[config.mk]
export PLATFORM = sky130hd
export DESIGN_NAME = spu_ram_access_responder
export DESIGN_NICKNAME = d
export VERILOG_FILES = /design/src/rtl/spu_def.sv /design/src/rtl/spu_ram_access_responder.sv
export SDC_FILE = /design/constraint.sdc
export NUM_CORES = 1
export LEC_CHECK = 0
export ABC_AREA = 1
export BUFFER_PORTS_ARGS = -buffer_cell sky130_fd_sc_hd__buf_2
export CAP_MARGIN = 20
export CORE_AREA = 2 2 91 93
export DETAILED_ROUTE_END_ITERATION = 10
export DIE_AREA = 0 0 93 95
export GPL_TIMING_DRIVEN = 0
export HOLD_SLACK_MARGIN = 0.08
export PLACE_DENSITY = 0.79
export REMOVE_ABC_BUFFERS = 1
export SYNTH_ARGS = -nofsm -noshare
export SYNTH_HDL_FRONTEND = slang
export SYNTH_SLANG_ARGS = --single-unit
[constraint.sdc]
create_clock -name i_clk -period 1.1 [get_ports i_clk]
set_input_delay 0.11 -clock i_clk [delete_from_list [all_inputs] [get_ports i_clk]]
set_output_delay 0.11 -clock i_clk [all_outputs]
set_load 0.05 [all_outputs]
[src/rtl/spu_def.sv]
// Shared SPU RAM request encodings, responder FSM states and CD ring base addresses.
package spu_def;

   typedef enum logic [2:0] {
      NO_SPU_READ  = 3'd0,
      REVERB_READ  = 3'd1,
      REVERB_WRITE = 3'd2,
      CD_WR        = 3'd3
   } spu_mem_sel_e;

   typedef enum logic [1:0] {
      ST_IDLE  = 2'd0,
      ST_ISSUE = 2'd1,
      ST_RWAIT = 2'd2
   } resp_state_e;

   localparam logic [17:0] CD_LEFT_BASE  = 18'h00000;
   localparam logic [17:0] CD_RIGHT_BASE = 18'h00200;

endpackage

[src/rtl/spu_ram_access_responder.sv]
// Converts sequencer SPU RAM request codes into a req/ack memory transaction,
// returns read data within a fixed window and owns the CD capture ring pointer.
module spu_ram_access_responder
   import spu_def::*;
#(
   parameter int READ_LATENCY = 4,
   parameter int CD_BUF_WORDS = 512
) (
   input  logic                            i_clk,
   input  logic                            i_rst,
   input  logic [2:0]                      i_SPUMemWRSel,
   input  logic                            i_SPUMemWRRight,
   input  logic [17:0]                     i_reverbAdr,
   input  logic [15:0]                     i_reverbWriteValue,
   input  logic [15:0]                     i_cdLeft,
   input  logic [15:0]                     i_cdRight,
   output logic                            o_memReq,
   output logic                            o_memWrite,
   output logic [17:0]                     o_memAdr,
   output logic [15:0]                     o_memWData,
   input  logic                            i_memAck,
   input  logic [15:0]                     i_memRData,
   input  logic                            i_memRValid,
   output logic [15:0]                     o_dataFromRAM,
   output logic [$clog2(CD_BUF_WORDS)-1:0] o_cdWritePtr,
   output logic                            o_lateError,
   output logic                            o_overlapError
);

   localparam int PTR_W = $clog2(CD_BUF_WORDS);

   resp_state_e      state_q, state_d;
   logic             req_q, req_d;
   logic             wr_q, wr_d;
   logic [17:0]      adr_q, adr_d;
   logic [15:0]      wdata_q, wdata_d;
   logic             cd_right_q, cd_right_d;
   logic [15:0]      rdata_q, rdata_d;
   logic [PTR_W-1:0] ptr_q, ptr_d;
   logic [2:0]       dl_cnt_q, dl_cnt_d;
   logic             late_q, late_d;
   logic             ovl_q, ovl_d;
   logic             busy;
   logic             capture;

   always_comb begin
      state_d    = state_q;
      req_d      = req_q;
      wr_d       = wr_q;
      adr_d      = adr_q;
      wdata_d    = wdata_q;
      cd_right_d = cd_right_q;
      rdata_d    = rdata_q;
      ptr_d      = ptr_q;
      dl_cnt_d   = dl_cnt_q;
      late_d     = 1'b0;
      ovl_d      = 1'b0;

      busy    = (state_q != ST_IDLE);
      // A zero-wait controller may deliver data together with the ack.
      capture = i_memRValid && !wr_q &&
                ((state_q == ST_RWAIT) || (state_q == ST_ISSUE && i_memAck));

      case (state_q)
         ST_IDLE: begin
            cd_right_d = 1'b0;
            case (spu_mem_sel_e'(i_SPUMemWRSel))
               REVERB_READ: begin
                  state_d  = ST_ISSUE;
                  req_d    = 1'b1;
                  wr_d     = 1'b0;
                  adr_d    = i_reverbAdr;
                  dl_cnt_d = 3'd1;
               end
               REVERB_WRITE: begin
                  state_d = ST_ISSUE;
                  req_d   = 1'b1;
                  wr_d    = 1'b1;
                  adr_d   = i_reverbAdr;
                  wdata_d = i_reverbWriteValue;
               end
               CD_WR: begin
                  state_d    = ST_ISSUE;
                  req_d      = 1'b1;
                  wr_d       = 1'b1;
                  cd_right_d = i_SPUMemWRRight;
                  adr_d      = (i_SPUMemWRRight ? CD_RIGHT_BASE : CD_LEFT_BASE) | 18'(ptr_q);
                  wdata_d    = i_SPUMemWRRight ? i_cdRight : i_cdLeft;
               end
               default: ;
            endcase
         end
         ST_ISSUE: begin
            if (i_memAck) begin
               req_d = 1'b0;
               if (wr_q) begin
                  state_d = ST_IDLE;
                  // Ring advances once per stereo pair, after the right half lands.
                  if (cd_right_q) ptr_d = ptr_q + 1'b1;
               end else begin
                  state_d = capture ? ST_IDLE : ST_RWAIT;
               end
            end
         end
         ST_RWAIT: begin
            if (capture) state_d = ST_IDLE;
         end
         default: state_d = ST_IDLE;
      endcase

      if (capture) rdata_d = i_memRData;

      if (busy && !wr_q && !capture) begin
         if (dl_cnt_q == 3'(READ_LATENCY - 1)) late_d = 1'b1;
         if (dl_cnt_q < 3'(READ_LATENCY)) dl_cnt_d = dl_cnt_q + 3'd1;
      end

      if (busy && (spu_mem_sel_e'(i_SPUMemWRSel) != NO_SPU_READ)) ovl_d = 1'b1;
   end

   always_ff @(posedge i_clk) begin
      if (i_rst) begin
         state_q    <= ST_IDLE;
         req_q      <= 1'b0;
         wr_q       <= 1'b0;
         adr_q      <= '0;
         wdata_q    <= '0;
         cd_right_q <= 1'b0;
         rdata_q    <= '0;
         ptr_q      <= '0;
         dl_cnt_q   <= '0;
         late_q     <= 1'b0;
         ovl_q      <= 1'b0;
      end else begin
         state_q    <= state_d;
         req_q      <= req_d;
         wr_q       <= wr_d;
         adr_q      <= adr_d;
         wdata_q    <= wdata_d;
         cd_right_q <= cd_right_d;
         rdata_q    <= rdata_d;
         ptr_q      <= ptr_d;
         dl_cnt_q   <= dl_cnt_d;
         late_q     <= late_d;
         ovl_q      <= ovl_d;
      end
   end

   assign o_memReq       = req_q;
   assign o_memWrite     = wr_q;
   assign o_memAdr       = adr_q;
   assign o_memWData     = wdata_q;
   assign o_dataFromRAM  = rdata_q;
   assign o_cdWritePtr   = ptr_q;
   assign o_lateError    = late_q;
   assign o_overlapError = ovl_q;

endmodule

==> reports/metrics.cfg <==
[run_status]
status = finished, violations left
violations = negative setup slack

[grt]
grt_overflow = 0
grt_pass1_vias = 3710
grt_max_degree = 37
antenna_found_initial = 0
grt.total_usage = 0.242
grt_pass1_wl_mm = 16.9

[detailed_routing]
dr.pass1.iters = 4
routedWlPerCell_microns = 16.1
drc = 0
drtAntennaViolNets = 0
drt_wl_total_mm = 12.4
drt_iter0_drc = 107
vias = 4014
viasPerCell = 5.21

[die]
core_sq_mm = 0.00793
die-area_sq_mm = 0.00884
die_h_microns = 95
initial_core_util = 0.405
io_pins = 153
num_rows = 33
die_w_microns = 93

[timing]
max_clock_freq_mhz = 762
post-route-period-util = 1.19
rsz0062_at_grt = true
skew_ps = 5.87
period_needed_ps = 1310
slew_violations = 0
fin_tns_setup_ps = -8850
report.final.hold_viol_count = 0
setup_viol_count_final = 67
setup_slack_ps = -212
worstMarginPinSlew_ps = 851
relSlewSlack = 0.427

[setup_path]
r2r_slack_ps = -210
startpoint = state_q[1]$_SDFFE_PP0P_
worstPathArrival_ps = 1550
endpoint_kind = register
cp-start-kind = register
worstPathRequired_ps = 1340
reg2reg_to = o_memAdr[6]$_SDFFE_PP0P_
critPathMaxFanout = 7
ff2ff_path_depth = 8
path_class = register to register
reg2reg_from = state_q[1]$_SDFFE_PP0P_
endpoint = o_memAdr[6]$_SDFFE_PP0P_

[placement]
numPlacedInstances = 686
gp_congestion = 0.759
place_hpwl_mm = 6.04
port_buffers = 152

[cells_and_area]
multi_input_area_sq_mm = 0.00190
layoutNonFillerInstCount = 770
regArea_sq_mm = 0.00141
nets = 752
drive_gt1_frac = 0.441
syn_to_final_growth_pct = 69.5
n_fill_cell = 623

[power]
p_leak_nw = 2.53
power.density_mw_per_mm2 = 1140
p_seq_frac = 0.436
internal_power_w = 0.00410
ir_worst_vdd_mv = 1.11
power_frac_clock = 0.291
p_switching_w = 0.00209
comb_power_share = 0.273
switching_share = 0.337

[clocking]
cts_tree = yes
numCtsBuffers = 9
clock_path_buffers = 2
clk_pin_slew_ps = 70
cts_sinks = 69
cts_max_level = 3
clk_latency_ps = 340
cts_root_buf = clkbuf_8

[logic_synthesis]
syn_area_sq_mm = 0.00321
yosys_warnings = 0
netlist_instances = 454
yosys.area.top_type = dfxtp_1
synth_area_per_cell_sq_um = 7.07
yosys_register_bits = 69
ys_types = 28
yosysTopAreaCellShare = 0.430
yosys-top-cells-area = dfxtp_1, nand2_1, nand3_1
yosysSeqAreaShare = 0.430

[worst_hold_path]
hold_path_class = primary input to register
min_from = i_reverbWriteValue[6]
worstHoldPathCells = 3

[run]
maxCapViolCount = 0

-- synthesized netlist by cell type --
master / count
nand2_1: 122
dfxtp_1: 69
nand3_1: 54
inv_1: 53
a21oi_1: 38
o21ai_0: 25
o211ai_1: 21
nor2_1: 16
clkbuf_1: 9
buf_2: 8
buf_4: 7
a31oi_1: 5
o21ai_1: 5
nor2_4: 4
buf_6: 2
ha_1: 2
inv_2: 2
nor3_1: 2
a311oi_1: 1
clkinv_1: 1
nand2_2: 1
nand2_4: 1
nand3_2: 1
nand3b_1: 1
nand4_1: 1
nor2_2: 1
o21a_1: 1
o21bai_1: 1
-- layer usage --
metal	vias to the layer above	share of wire	wire (microns)	global-route usage
met2	150	0.53	6570	0.460
met3	43	0.048	596	0.0407
met1	1916	0.38	4770	0.264
li1	1905	-	-	-
met4	0	0.038	466	0.102
met5	-	0	0	0
-- through the flow --
step | setup slack (ps) | hold slack, ps | utilization | instance area, sq um | total power [W]
finish | -212 | 104 | 0.686 | 5440 | 0.00619
global route | -254 | 108 | 0.686 | 5440 | 0.00646
CTS | -148 | 82.7 | 0.614 | 4870 | 0.00598
detailed placement | -1150 | 379 | 0.502 | 3980 | 0.00393
global placement | -1140 | 369 | 0.499 | 3950 | 0.00389
floorplan | -568 | 179 | - | 3060 | 0.00351
-- repair_timing --
item | CTS | global route
hold buffers | 32 | 0
gates cloned | 3 | 5
endpoints found under the hold margin | 32 | 0
setup buffers | 20 | 10
resized for setup | 47 | 122
pin swaps | 11 | 45
setup endpoints to repair | 78 | 84
-- worst min path at each step --
| stage | to | slack, ps |
|---|---|---|
| global route | o_memWData[6]$_SDFFE_PP0P_ | 110 |
| detailed placement | o_memAdr[9]$_SDFFE_PP0P_ | 380 |
| CTS | o_memWData[14]$_SDFFE_PP0P_ | 80 |
| finish | o_memWData[6]$_SDFFE_PP0P_ | 100 |
| global placement | o_memAdr[9]$_SDFFE_PP0P_ | 370 |
| floorplan | dl_cnt_q[1]$_SDFF_PP0_ | 180 |
-- cell usage in the layout, fill, tap and decap left out, types with 3 or more instances in the layout --
master           n
a21oi_1         18
a21oi_2         20
a31oi_1          5
buf_12           7
buf_2          130
buf_4           13
buf_6           19
clkbuf_4        10
clkbuf_8        10
clkinv_2         4
dfxtp_1         59
dfxtp_2          5
dfxtp_4          5
dlygate4sd3_1   32
inv_1           51
nand2_1        111
nand2_2          5
nand2_4          6
nand2_8          4
nand3_1         30
nand3_2         24
nor2_1          12
nor2_4          10
o211ai_1        21
o21ai_0         18
o21ai_1          9
o21ai_2          3
-- power groups by stage --
stage	sequential (W)	combinational, W	clock, W
after floorplan	0.00315	0.000366	0
after global placement	0.00274	0.00115	0
after detailed placement	0.00275	0.00118	0
after CTS	0.00270	0.00146	0.00183
after global routing	0.00272	0.00178	0.00196
final	0.00270	0.00169	0.00180
-- logic make-up after synthesis --
group                      synth area share
and+or+nand+nor                       0.278
AOI/OAI and AO/OA                     0.172
buffers and inverters                 0.112
DFF                                   0.430
adders and majority gates           0.00780
-- critical path, stage by stage (launching register included) --
cell and delay (ps):
dfxtp_4 390, nor2_4 60, inv_4 100, buf_12 120
nor2_4 40, buf_12 170, buf_6 110, o211ai_1 160
inv_1 50
-- cell type report --
class                   count  share of cell area
clock buffers              10              0.0253
diodes                      1            0.000460
repair buffers            216               0.295
multi-input cells         308               0.350
clock inverters             5             0.00506
flip-flops and latches     69               0.259
well taps                 105              0.0242
inverters                  56              0.0414
-- state kept, by name (all words and copies together) (netlist names) --
signal	count
o_memWData	16
o_overlapError	1
dl_cnt_q	3
o_cdWritePtr	9
o_memWrite	1
o_memReq	1
o_memAdr	18
state_q	2
o_dataFromRAM	16
cd_right_q	1
o_lateError	1
Power figures use the tool's default switching activity.
